## src/rtl/fetch_unit.sv

```systemverilog
// fetch_unit: holds a PC-addressed fetch request until acked and hands the word to decode via valid/ready.
// Define FETCH_PC_TRACE_EN to add ir_pc, the address of the instruction held in ir_out.
module fetch_unit #(
    parameter int ADDR_W  = 12,
    parameter int INSTR_W = 8
) (
    input  logic               clk,
    input  logic               nReset,
    input  logic [ADDR_W-1:0]  pc_in,
    output logic               pc_count_en,
    output logic               pc_nload,
    output logic [ADDR_W-1:0]  pc_load_value,
    output logic               mem_req,
    output logic [ADDR_W-1:0]  mem_addr,
    input  logic               mem_ack,
    input  logic [INSTR_W-1:0] mem_rdata,
    output logic [INSTR_W-1:0] ir_out,
    output logic               ir_valid,
    input  logic               ir_ready,
    input  logic               jump_req,
    input  logic [ADDR_W-1:0]  jump_target,
`ifdef FETCH_PC_TRACE_EN
    output logic [ADDR_W-1:0]  ir_pc,
`endif
    input  logic               halt
);
    typedef enum logic [1:0] {IDLE, FETCH, HOLD} state_t;
    state_t state, state_nx;
    logic capture;
    assign mem_addr      = pc_in;
    assign pc_load_value = jump_target;
    // A jump overrides everything: the ack is dropped and the counter loads instead of counting.
    always_comb begin
        state_nx    = state;
        capture     = 1'b0;
        mem_req     = state == FETCH;
        pc_count_en = 1'b0;
        pc_nload    = 1'b1;
        if (jump_req) begin
            pc_nload = 1'b0;
            state_nx = halt ? IDLE : FETCH;
        end else begin
            case (state)
                IDLE:    state_nx = halt ? IDLE : FETCH;
                FETCH: if (mem_ack) begin
                    capture     = 1'b1;
                    pc_count_en = 1'b1;
                    state_nx    = HOLD;
                end
                HOLD:    state_nx = ir_ready ? (halt ? IDLE : FETCH) : HOLD;
                default: state_nx = IDLE;
            endcase
        end
    end
    always_ff @(posedge clk or negedge nReset) begin
        if (!nReset) begin
            state    <= IDLE;
            ir_out   <= '0;
            ir_valid <= 1'b0;
        end else begin
            state    <= state_nx;
            if (capture) ir_out <= mem_rdata;
            ir_valid <= jump_req ? 1'b0 : capture ? 1'b1 : (state == HOLD && ir_ready) ? 1'b0 : ir_valid;
        end
    end
`ifdef FETCH_PC_TRACE_EN
    always_ff @(posedge clk or negedge nReset) begin
        if (!nReset) ir_pc <= '0;
        else if (capture) ir_pc <= pc_in;
    end
`endif
endmodule
```

## config.mk

```make
export PLATFORM = sky130hd
export DESIGN_NAME = fetch_unit
export DESIGN_NICKNAME = d
export VERILOG_FILES = /design/src/rtl/fetch_unit.sv
export SDC_FILE = /design/constraint.sdc
export NUM_CORES = 1
export LEC_CHECK = 0
export CORE_AREA = 5 5 54 66
export CTS_BUF_LIST = sky130_fd_sc_hd__clkbuf_2
export CTS_CLUSTER_DIAMETER = 30
export CTS_CLUSTER_SIZE = 25
export DETAILED_ROUTE_END_ITERATION = 8
export DIE_AREA = 0 0 59 71
export HOLD_SLACK_MARGIN = 0.05
export PLACE_DENSITY_LB_ADDON = 0.3
export SETUP_SLACK_MARGIN = 0.1
export SYNTH_ARGS = -nofsm -noshare
export SYNTH_HDL_FRONTEND = slang
export SYNTH_SLANG_ARGS = --single-unit
```

## constraint.sdc

```tcl
create_clock -name clk -period 1.34 [get_ports clk]
set_clock_uncertainty 0.2 [all_clocks]
set_input_delay 0.335 -clock clk [delete_from_list [all_inputs] [get_ports clk]]
set_output_delay 0.335 -clock clk [all_outputs]
set_load 0.01 [all_outputs]
```

==> summary.txt <==
Run status
  • Outcome: finished with violations
  • Failing checks: negative setup slack

Cells and area
  • P&R area growth vs syn: 32.9%
  • Fillers: 316
  • # nets final: 121
  • # diodes: 0
  • Share of layout cells above drive strength 1: 54.9%
  • Fin util: 32.1%

STA
  • Post-route worst setup slack: -0.306 ns
  • Slew Limit Fails: 0
  • RSZ-0062 raised after global routing: yes
  • Setup TNS: -2.30 ns
  • Final hold slack: 0.167 ns
  • Max Clk Rate: 607 MHz
  • Relative max-transition margin: 82.2%
  • Worst Max-Slew Pin Slew: 0.263 ns
  • Final Critical Period: 1.65 ns
  • Period Utilization, post-route: 123%
  • Endpoints failing setup: 11
  • Final hold vios: 0

Worst setup path
  • Top Family by Delay on Critical Path: flip-flops
  • Critical path arrival: 1.11 ns
  • WS Path Type: register to output port
  • Maximum fanout along the worst path: 3
  • Crit-path cells: and4bb_1, buf_2
  • Beginning of the critical path: state[1]$_DFFE_PN0P_
  • Required @ worst endpoint: 0.81 ns
  • Reg2reg start: state[1]$_DFFE_PN0P_
  • Type of origin of the critical path: register
  • Crit path capture type: output port
  • CP max-delay cell: dfrtp_1
  • Crit-path max cell delay: 0.41 ns
  • Buf+Inv Stages, Crit Path: 1

Floorplan
  • CORE AREA: 2920 um^2
  • Num rows: 22
  • Die Wd: 59 um
  • Initial Util: 24.1%
  • Number of I/O pins: 74
  • Die area: 4190 um^2
  • Die H: 71 um

Clock tree
  • CTS Buf Count: 3
  • CTS sink cnt: 11
  • CTS H-tree lvls: 1
  • Clock root cell: clkbuf_2
  • Hold_buf cts: 0
  • Clock Pin Slew Worst Setup and Hold Paths: 0.11 ns
  • Skew-Pair Late Insertion Delay: 0.25 ns
  • Bufs on Longest Clock Path: 2
  • CTS tree: built

Route
  • Drt pass-1 iters: 2
  • Post-route ant nets: 0
  • Iter 0 DRT Violations: 5
  • WL/cell: 13.1 um
  • Number of vias per cell: 4.15
  • DRC: 0
  • Drt total wl: 1550 um
  • Via Count: 490

Power
  • Power density cells: 1250 nW/um^2
  • Worst vdd rail ir drop: 0.513 mV
  • Leakage: 0.456 nW
  • Overall power: 1.17 mW

GRT
  • Vias in the first global route: 497
  • Largest net degree at the start of global routing: 12
  • Total grt overflow: 0
  • GRT Resource Usage Total: 7.45%
  • First-pass GRT wire length: 2320 um
  • Initial antenna violation count: 0

Synthesis
  • Mean Syn Cell Area: 11.7 um^2
  • Yosys cell types: 18
  • Synth Net Count: 98
  • Cells after Synth: 60
  • YS warnings: 0
  • Yosys reg bits: 11
  • Mapped Area: 704 um^2
  • Seq/Total Area, Yosys: 39.1%

Place
  • HPWL Detailed: 1210 um
  • Port Buffers: 25
  • GP Congestion: 0.755
  • Post-Place Setup Slack: -0.831 ns

Min path
  • Worst Hold Class: primary input to async pin

Flow run
  • Max Cap Violations: 0
stage by stage:
stage | std cells | area [um^2]
after floorplan | 60 | 704
after global placement | 105 | 876
after detailed placement | 105 | 876
after CTS | 112 | 862
after global routing | 118 | 936
final | 118 | 936
layout by cell type (no fill, tap or decap):
master	instances
a21oi_2	1
mux2_4	8
or2b_1	1
a2111oi_4	1
buf_4	17
and2b_1	1
dfrtp_1	11
nor2_1	2
nand2b_1	1
a211o_1	1
and4bb_1	1
nand3b_1	1
or3b_1	1
clkdlybuf4s50_1	11
buf_2	10
clkbuf_2	4
dlygate4sd2_1	1
nor4b_1	1
and3b_1	1
nor2b_1	1
buf_6	4
inv_1	2
cell usage after synthesis:
cell / count / area (um^2)
buf_6: 1 / 11.3
inv_1: 2 / 7.51
or2b_1: 1 / 7.51
or3b_1: 1 / 8.76
and2b_1: 1 / 7.51
dfrtp_1: 11 / 275
nor4b_1: 1 / 8.76
nor2_1: 2 / 7.51
a211o_1: 1 / 8.76
nand2b_1: 1 / 6.26
a21oi_1: 1 / 5.00
nand3b_1: 1 / 7.51
and4bb_1: 1 / 12.5
a2111oi_2: 1 / 15.0
and3b_1: 1 / 8.76
mux2_4: 8 / 120
buf_4: 24 / 180
nor2b_1: 1 / 6.26
worst paths after layout:
| path | slack (ns) | endpoint | cells after the start |
|---|---|---|---|
| min | 0.17 | ir_out[2]$_DFFE_PN0P_ | 2 |
| max | -0.31 | pc_count_en | 2 |
| min reg2reg | 0.31 | ir_out[6]$_DFFE_PN0P_ | 1 |
| min in group clk | 0.25 | state[1]$_DFFE_PN0P_ | 4 |
| max in group asynchronous | 0.62 | ir_out[3]$_DFFE_PN0P_ | 2 |
| max reg2reg | -0.22 | ir_out[1]$_DFFE_PN0P_ | 3 |
logic make-up after synthesis:
family                 share of synthesized area, %
AO/OA/AOI/OAI                                  4.08
buffers and inverters                          28.2
flip-flops                                     39.1
multiplexers                                   17.1
AND/OR/NAND/NOR                                11.5
sequential cells by signal, indices dropped and copies added, names as in the netlist:
signal and flops:
ir_out 8, ir_valid 1, state 2
report_power, final:
part	switching, mW	leakage [nW]	internal [mW]
Combinational	0.174	0.306	0.350
Sequential	0.0456	0.133	0.413
Clock	0.104	0.0166	0.0793
routing by layer:
layer  wire, um  share of wire, %  track usage, %
met5          0                 0               0
met4         51               3.3            4.28
met3        244                16            4.38
met2        642                41            10.6
met1        612                39            8.52
what timing repair did:
action | 4_1_cts | 5_1_grt
pin swaps | 3 | 1
gates resized for setup | 55 | 4
setup buffers | 3 | 6
cloned | 0 | 0
endpoints found under the setup margin | 23 | 23
final cells by class:
| type | instances | area (um^2) | share of cell area (%) |
|---|---|---|---|
| Timing Repair Buffer | 43 | 342 | 36.5 |
| Multi-Input combinational cell | 22 | 246 | 26.3 |
| Sequential cell | 11 | 275 | 29.4 |
| Tap cell | 36 | 45.0 | 4.81 |
| Clock buffer | 4 | 20.0 | 2.14 |
| Inverter | 2 | 7.51 | 0.802 |
worst reg2reg max path: stages (launching register included):
cell and delay, ns:
dfrtp_1 0.41, and4bb_1 0.30, buf_4 0.22, mux2_4 0.32
Power figures use the tool's default switching activity.
